`src/rtl/reduce_tree_pkg.sv`:
```
// Shared types and arithmetic helpers for the reduce_tree pipeline.
// Values are handled internally as sign-extended 64-bit words and truncated by the caller.
package reduce_tree_pkg;

  localparam int MAX_OW = 64;

  typedef enum logic [1:0] {
    MODE_SUM = 2'b00,
    MODE_MAX = 2'b01,
    MODE_MIN = 2'b10
  } mode_e;

  typedef struct packed {
    logic  any;
    mode_e mode;
    logic  start;
    logic  last;
  } side_t;

  typedef logic signed [MAX_OW-1:0] wide_t;

  // Encoding 11 folds onto sum.
  function automatic mode_e decode_mode(logic [1:0] m);
    mode_e r;
    case (m)
      2'b01:   r = MODE_MAX;
      2'b10:   r = MODE_MIN;
      default: r = MODE_SUM;
    endcase
    return r;
  endfunction

  function automatic wide_t identity(mode_e m, int ow);
    wide_t neg;
    wide_t r;
    neg = '1;
    neg = neg << (ow - 1);
    case (m)
      MODE_MAX: r = neg;
      MODE_MIN: r = ~neg;
      default:  r = '0;
    endcase
    return r;
  endfunction

  function automatic wide_t combine(mode_e m, wide_t a, wide_t b);
    wide_t r;
    case (m)
      MODE_MAX: r = (a > b) ? a : b;
      MODE_MIN: r = (a < b) ? a : b;
      default:  r = a + b;
    endcase
    return r;
  endfunction

  // Element count after k combining layers starting from n lanes.
  function automatic int elems(int n, int k);
    int c;
    c = n;
    for (int i = 0; i < k; i++) c = (c + 1) / 2;
    return c;
  endfunction

  // Element offset of layer k inside the concatenated pipeline bus.
  function automatic int seg_offset(int n, int k);
    int s;
    s = 0;
    for (int i = 0; i < k; i++) s += elems(n, i);
    return s;
  endfunction

endpackage

```
`src/rtl/reduce_stage.sv`:
```
// One combining layer: M elements in, ceil(M/2) out, registered with valid/ready.
// valid/ready: a beat moves when valid && ready; in_ready = !out_valid || out_ready.
module reduce_stage
  import reduce_tree_pkg::*;
#(
  parameter  int M  = 4,
  parameter  int OW = 24,
  localparam int MO = (M + 1) / 2
) (
  input  logic            aclk,
  input  logic            aresetn,
  input  logic [M*OW-1:0] in_data,
  input  side_t           in_side,
  input  logic            in_valid,
  output logic            in_ready,
  output logic [MO*OW-1:0] out_data,
  output side_t           out_side,
  output logic            out_valid,
  input  logic            out_ready
);

  logic [MO*OW-1:0] folded;

  for (genvar j = 0; j < M / 2; j++) begin : g_pair
    assign folded[j*OW +: OW] = OW'(combine(in_side.mode,
                                            wide_t'($signed(in_data[2*j*OW +: OW])),
                                            wide_t'($signed(in_data[(2*j+1)*OW +: OW]))));
  end

  // Odd count: the leftover element is equivalent to pairing it with the identity.
  if (M % 2 == 1) begin : g_odd
    assign folded[(MO-1)*OW +: OW] = in_data[(M-1)*OW +: OW];
  end

  assign in_ready = !out_valid || out_ready;

  always_ff @(posedge aclk) begin
    if (!aresetn) begin
      out_valid <= 1'b0;
      out_data  <= '0;
      out_side  <= '0;
    end else if (in_ready) begin
      out_valid <= in_valid;
      if (in_valid) begin
        out_data <= folded;
        out_side <= in_side;
      end
    end
  end

endmodule

```
`src/rtl/reduce_tree.sv`:
```
// Pipelined signed sum/max/min reduction of N lanes with per-stage backpressure.
// Optional REDUCE_TREE_ACC_EN adds a per-packet accumulator after the final layer.
module reduce_tree
  import reduce_tree_pkg::*;
#(
  parameter int N  = 4,
  parameter int W  = 16,
  parameter int OW = 24
) (
  input  logic          aclk,
  input  logic          aresetn,
  input  logic [N*W-1:0] idata,
  input  logic [N-1:0]  lane_mask,
  input  logic [1:0]    mode,
  input  logic          ivalid,
  output logic          iready,
  input  logic          istart,
  input  logic          ilast,
  output logic [OW-1:0] odata,
  output logic          ovalid,
  input  logic          oready,
  output logic          ostart,
  output logic          olast
);

  localparam int L     = $clog2(N);
  localparam int TOTAL = OW * seg_offset(N, L + 1);

  if (OW < W + $clog2(N) || OW > MAX_OW) begin : g_bad_ow
    $error("reduce_tree: OW must be in [W+clog2(N), 64]");
  end

  // Every layer's registered elements live in one bus, layer k at seg_offset(N,k).
  logic [TOTAL-1:0] bus;
  logic             valid [0:L];
  side_t            side  [0:L];
  logic             ready [0:L+1];

  mode_e            in_mode;
  logic [N*OW-1:0]  lanes_ext;
  side_t            in_side;
  logic [N*OW-1:0]  s0_data;
  side_t            s0_side;
  logic             s0_valid;
  logic [OW-1:0]    tree_res;

  assign in_mode = decode_mode(mode);
  assign in_side = '{any: |lane_mask, mode: in_mode, start: istart, last: ilast};

  always_comb begin
    lanes_ext = '0;
    for (int i = 0; i < N; i++) begin
      if (lane_mask[N-1-i]) lanes_ext[i*OW +: OW] = OW'($signed(idata[W*(N-i)-1 -: W]));
      else                  lanes_ext[i*OW +: OW] = OW'(identity(in_mode, OW));
    end
  end

  always_ff @(posedge aclk) begin
    if (!aresetn) begin
      s0_valid <= 1'b0;
      s0_data  <= '0;
      s0_side  <= '0;
    end else if (ready[0]) begin
      s0_valid <= ivalid;
      if (ivalid) begin
        s0_data <= lanes_ext;
        s0_side <= in_side;
      end
    end
  end

  assign bus[N*OW-1:0] = s0_data;
  assign valid[0]      = s0_valid;
  assign side[0]       = s0_side;
  assign ready[0]      = !s0_valid || ready[1];
  assign iready        = ready[0];

  for (genvar k = 0; k < L; k++) begin : g_layer
    localparam int MI = elems(N, k);
    localparam int MO = elems(N, k + 1);
    localparam int OI = OW * seg_offset(N, k);
    localparam int OO = OW * seg_offset(N, k + 1);

    reduce_stage #(.M(MI), .OW(OW)) u_stage (
      .aclk      (aclk),
      .aresetn   (aresetn),
      .in_data   (bus[OI +: MI*OW]),
      .in_side   (side[k]),
      .in_valid  (valid[k]),
      .in_ready  (ready[k+1]),
      .out_data  (bus[OO +: MO*OW]),
      .out_side  (side[k+1]),
      .out_valid (valid[k+1]),
      .out_ready (ready[k+2])
    );
  end

  // A beat with no enabled lane reports 0 regardless of mode.
  assign tree_res = side[L].any ? bus[TOTAL-1 -: OW] : '0;

`ifdef REDUCE_TREE_ACC_EN
  logic [OW-1:0] acc;
  logic [OW-1:0] res_q;
  logic [OW-1:0] fold;
  logic          ov_q;
  logic          take;

  assign ready[L+1] = !ov_q || oready;
  assign take       = valid[L] && ready[L+1];

  always_comb begin
    fold = tree_res;
    if (!side[L].start)
      fold = OW'(combine(side[L].mode, wide_t'($signed(acc)), wide_t'($signed(tree_res))));
  end

  always_ff @(posedge aclk) begin
    if (!aresetn) begin
      acc   <= '0;
      res_q <= '0;
      ov_q  <= 1'b0;
    end else begin
      if (ov_q && oready) ov_q <= 1'b0;
      if (take) begin
        acc <= fold;
        if (side[L].last) begin
          res_q <= fold;
          ov_q  <= 1'b1;
        end
      end
    end
  end

  assign odata  = res_q;
  assign ovalid = ov_q;
  assign ostart = ov_q;
  assign olast  = ov_q;
`else
  assign ready[L+1] = oready;
  assign odata      = tree_res;
  assign ovalid     = valid[L];
  assign ostart     = side[L].start;
  assign olast      = side[L].last;
`endif

endmodule

```
`config.mk`:
```
export PLATFORM = sky130hd
export DESIGN_NAME = reduce_tree
export DESIGN_NICKNAME = d
export VERILOG_FILES = /design/src/rtl/reduce_tree_pkg.sv /design/src/rtl/reduce_stage.sv /design/src/rtl/reduce_tree.sv
export SDC_FILE = /design/constraint.sdc
export NUM_CORES = 1
export LEC_CHECK = 0
export BUFFER_PORTS_ARGS = -buffer_cell sky130_fd_sc_hd__buf_2
export CORE_MARGIN = 2
export CORE_UTILIZATION = 55
export CTS_BUF_LIST = sky130_fd_sc_hd__clkbuf_16
export DETAILED_ROUTE_END_ITERATION = 7
export HOLD_SLACK_MARGIN = 0.08
export PLACE_DENSITY = 0.77
export SLEW_MARGIN = 25
export SYNTH_ARGS = -nofsm -noshare
export SYNTH_HDL_FRONTEND = slang
export SYNTH_SLANG_ARGS = --single-unit
```
`constraint.sdc`:
```
create_clock -name aclk -period 2.91 [get_ports aclk]
set_input_delay 0.1455 -clock aclk [delete_from_list [all_inputs] [get_ports aclk]]
set_output_delay 0.1455 -clock aclk [all_outputs]
set_load 0.01 [all_outputs]
```
# Word-level counts from Yosys, hierarchy flattened
# Cells that the tools add are included.
[totals]
register_bits = 184
out_inout_bits = 28
wordCells = 60
[op_classes]
addsub = 3
magnitude_cmp = 6
n_eq_ne = 8
mux = 16
n_reduce_logical = 10
[ops]
columns = ["op", "count"]
rows = [
  ["24-bit 2-to-1 mux", 11],
  ["24-bit one-hot mux with 2 select lines", 4],
  ["24-bit adder", 3],
  ["24-bit greater-than comparator", 3],
  ["24-bit less-than comparator", 3],
  ["2-bit by 1-bit equality test with 1-bit output, second input constant", 4],
  ["2-bit equality test, second input constant", 4],
  ["2-bit AND reduction", 3],
  ["2-bit one-hot mux with 2 select lines", 1],
  ["4-bit OR reduction", 1],
  ["1-bit zero test", 3],
  ["1-bit logical OR", 3],
]

# Longest topological paths before layout
[depth]
depth_word = 5
depth_mapped = 14

# Cells and area by module
# A second synthesis with hierarchy kept.
[unflattened]
cells_unflattened = 1689
hier_area_um2 = 14551.5
[modules_own_cells]
columns = ["module", "n_inst", "cells_each", "area_per_inst_um2", "seq_area_each_um2"]
rows = [
  ["reduce_stage (g_layer[0].u_stage)", 1, 928, 7517.2, 1081.0],
  ["reduce_stage (g_layer[1].u_stage)", 1, 472, 3806.2, 600.6],
  ["reduce_tree", 1, 289, 3228.1, 1481.4],
]

# Least setup slack after synthesis
# No wires, ideal clock.
[synth_timing]
path_type = "reg2reg"
startpoint = "register s0_data[94]"
endpoint = "register g_layer[0].u_stage.out_data[41]"
arrival_time_ps = 2931
setup_slack_ps = -135
stages_incl_launch_ff = 13
n_path_buf = 1
synth_period_minus_slack_ps = 3045
cell_sequence = "dfxtp_1 inv_1 ha_1 clkbuf_1 nand3_1 nor4_1 o21ai_0 nand4_1 and2_1 mux2_2 a221oi_1 nor3_1 a21o_1"
[synth_via]
elab_chain_cells = 3
elab_cells_between_ends = 5
classes_between = "order compare: 2; mux: 3"
[synth_lines]
columns = ["item", "line_no", "text"]
rows = [
  ["start: declaration", "reduce_tree.sv:42", "logic [N*OW-1:0] s0_data;"],
  ["start signal: assignment", "reduce_tree.sv:66", "s0_data <= lanes_ext;"],
  ["24-bit less-than comparator or 24-bit greater-than comparator (tied branches)", "reduce_tree_pkg.sv:50, reduce_tree_pkg.sv:49", ""],
  ["24-bit 2-to-1 mux (on tied branches)", "reduce_tree_pkg.sv:50, reduce_tree_pkg.sv:49", ""],
  ["24-bit one-hot mux with 2 select lines (*)", "reduce_tree_pkg.sv:48", "case (m)"],
  ["end signal: assignment", "reduce_stage.sv:45", "out_data <= folded;"],
  ["end: declaration", "reduce_stage.sv:16", "output logic [MO*OW-1:0] out_data,"],
]
# Mark *: on every way between the ends. The rest lies on a longest branch, timed or not.
# A chain may end at the register's enable or synchronous reset.

# Worst setup path in the final report
[layout_timing]
startpoint = "register g_layer[0].u_stage.out_data[40]"
endpoint = "register g_layer[1].u_stage.out_data[22]"
[layout_via]
elab_chain_cells = 3
elab_cells_between_ends = 6
classes_between = "add/sub: 1; order compare: 2; mux: 3"
[layout_lines]
columns = ["item", "line_no"]
rows = [
  ["24-bit less-than comparator or 24-bit greater-than comparator (tied branches)", "reduce_tree_pkg.sv:50, reduce_tree_pkg.sv:49"],
  ["24-bit 2-to-1 mux (on tied branches)", "reduce_tree_pkg.sv:50, reduce_tree_pkg.sv:49"],
  ["24-bit one-hot mux with 2 select lines (*)", "reduce_tree_pkg.sv:48"],
  ["end signal: assignment", "reduce_stage.sv:45"],
  ["end: declaration", "reduce_stage.sv:16"],
]
# Marks and branches as above.

==> metrics.txt <==
Placed Area=13700 sq um; crit path time final=3230 ps; cell taking the most area after synthesis=dfxtp_1; crit path max-delay cell type=nor4_4; global-route wire length before repair=63.2 mm; WL per Instance=21.7 um; Startpoint Class=flip-flop; # rows=52; status=complete, but fails checks; Worst Tran Pin Value=977 ps; CP max stage delay=420 ps; nets=1938; Clk Tree Root Cell=clkbuf_16; top-area cell type share of the netlist area=27.5%; most frequent CP cell=a221oi_4; mapped cell area=11400 sq um; Die Height=148 um; max-slew violation count=0; post-synth cell types=70; CTS Buffer Depth=2; DP Wirelength=27.8 mm; cts bufs inserted=17; Hold Path Class=input pin to flip-flop; starting density of the core=56.2%; layout cells sized above 1=30.6%; TritonCTS clock tree=built; Critical Path RT=3220 ps; Critical path buffers and inverters=3; EDFF count, synth=0; antenna violations before repair=0; Max rail drop VDD=0.433 mV; synth top area cells=dfxtp_1 (27%), ha_1 (13%), a21oi_1 (6.9%); die width=148 um; Max-slew headroom=34.9%; RSZ-0062 raised after global routing=yes; port bufs=103; Final setup viols=42; vias post-DR=12900; ys flop type=dfxtp_1; cells after synthesis=1411; ys async rst share=0%; DRC=0; routability cong.=0.977; drt initial violations=1493; Final Skew=12.3 ps; Core Region=20200 sq um; design area=16000 sq um; area grow syn2layout=40.8%; final setup TNS=-7190 ps; sequential area share after synthesis=27.5%; number of global-route vias before repair=12000; ANT nets after route=0; crit path kind=flip-flop to flip-flop; final global-route overflow total=0; syn_area_per_cell=8.06 sq um; Setup crit end kind=flip-flop; synth warn=0; Initial DRT Pass Iterations=6; Vias/cell=6.38; Post-Syn Nets=1607; H-tree depth=4; Seq cells post-synth=156; crit-path max FO=8; largest net degree at the start of global routing=117; Worst-path clk slew=70 ps; crit path DAT=3540 ps; worst setup margin=-320 ps; P_leak=7.72 nW; GRT Util Overall=36.0%; die footprint=21800 sq um; number of fill cells in the layout=1269; worst-skew pair later-pin latency=440 ps; CP top delay family=compound AO/OA/AOI/OAI gates; violated checks=negative setup slack; Critical Path, Cell by Cell=inv_1 -> ha_1 -> nand4_1 -> nor4_4 -> o21ai_1 -> o211ai_2 -> buf_6 -> nand2_4 -> a221oi_4 -> a21oi_4 -> buf_12 -> a221oi_4 -> a211oi_2; clock tree sinks=156; Hold Violations, Final=0; pwr dens=465 nW/um^2; Final Cycle Share=111%; f_max=310 MHz; I/O pins=104; antenna cells=0; Max Cap Viol=0; Total Wirelength=44.0 mm
## metrics by stage
step / power (mW) / util (%) / hold WS [ps] / setup WS [ps] / instances
after CTS: 6.88 / 74.2 / 80.0 / 0.266 / 2011
after detailed placement: 4.44 / 67.7 / 424 / -159 / 1925
after floorplan: 3.57 / - / 290 / 32.6 / 1411
after global routing: 7.62 / 79.1 / 104 / -403 / 2025
after global placement: 4.38 / 67.7 / 407 / -144 / 1925
final: 7.44 / 79.1 / 85.2 / -320 / 2025
## timing repair
| action | in CTS | in global routing |
|---|---|---|
| hold buffers | 47 | 0 |
| hold endpoints to repair | 49 | 0 |
| setup endpoints to repair | 60 | 68 |
| setup buffers | 7 | 13 |
| pin swaps | 11 | 96 |
| resized for setup | 37 | 154 |
| gates cloned | 0 | 2 |
## state kept, by name, summed over array words and instances, names as in the netlist
name / flops
g_layer.u_stage.out_valid: 2
g_layer.u_stage.out_data: 72
s0_side: 5
s0_data: 68
g_layer.u_stage.out_side: 8
s0_valid: 1
## logic make-up (layout without fill, tap and decap cells)
group	after synthesis	in the layout	synth area share, %
xor gates and xnor gates	41	41	3.22
DFF	156	156	27.5
AOI/OAI and AO/OA	501	501	31.9
buffers and inverters	206	550	6.85
and+or+nand+nor	368	368	15.4
muxes	19	19	1.83
adders and majority gates	120	120	13.4
## metal layers
metal  routed length (um)  vias to the layer above  track usage [%]  part of all wire, %
li1                     -                     5788                -                    -
met1                17400                     6069             47.5                   40
met2                20100                      854             58.2                   46
met3                 4010                      208             5.06                  9.1
met4                 2470                        0             17.6                  5.6
met5                    0                        -                0                    0
## worst min-delay path, cell delays in order
cell,delay (ps)
buf_2,80
a21oi_1,50
nand2_1,70
o211a_1,130
## worst paths after layout
path	startpoint	endpoint	slack [ps]	cells past startpoint
worst max-delay path	g_layer[0].u_stage.out_data[40]	g_layer[1].u_stage.out_data[22]	-320	13
worst min-delay path	idata[46]	s0_data[38]	90	4
worst max register to register	g_layer[0].u_stage.out_data[40]	g_layer[1].u_stage.out_data[22]	-320	13
worst min register to register	g_layer[1].u_stage.out_side[1]	g_layer[1].u_stage.out_side[1]	470	2
## area by class of cell
class                      instances  area, sq um  share of cell area (%)
clock inverter                    15          170                    1.06
clock buffer                      17          425                    2.66
tap                              270          338                    2.11
inverter                         123          462                    2.88
sequential                       156         3160                    19.7
multi-input combinational       1049         8490                    53.0
timing repair buffer             395         2960                    18.5
## cells in the mapped netlist, types with 20 or more instances
library cell / count
a21oi_1: 157
dfxtp_1: 156
nand2_1: 144
inv_1: 123
ha_1: 117
clkbuf_1: 76
nor2_1: 69
o211a_1: 68
o21ai_0: 50
xnor2_1: 36
and2_1: 35
a221oi_1: 33
nand3_1: 28
o221ai_1: 22
a221o_1: 20
## placed cells by master, fill, tap and decap left out, types with 7 or more instances in the layout
master and count:
o31ai_1 7, inv_2 10, clkbuf_16 19, a221oi_2 12
ha_1 90, a22o_1 17, o221ai_1 22, inv_1 113
mux2i_1 8, o21bai_1 16, a21oi_1 152, and2_1 34
nand3_1 26, dlygate4sd3_1 47, o21ai_1 8, a21o_1 12
a21boi_0 14, dfxtp_1 134, o211a_1 68, nor3_1 12
nor2_1 69, o211ai_1 15, buf_6 8, a221o_1 20
nand4_1 10, dfxtp_2 18, a221oi_4 19, inv_6 8
nand2_1 143, o21a_1 7, nand2b_1 15, o21ai_0 41
ha_4 24, xnor2_1 35, buf_4 230, buf_2 102
nor2b_1 15
## power breakdown
part,internal (mW),switching (mW)
clock network,1.30,1.04
logic,1.24,1.48
registers,2.27,0.111
total,4.81,2.63
No activity file was read; power rests on OpenSTA's default activity.
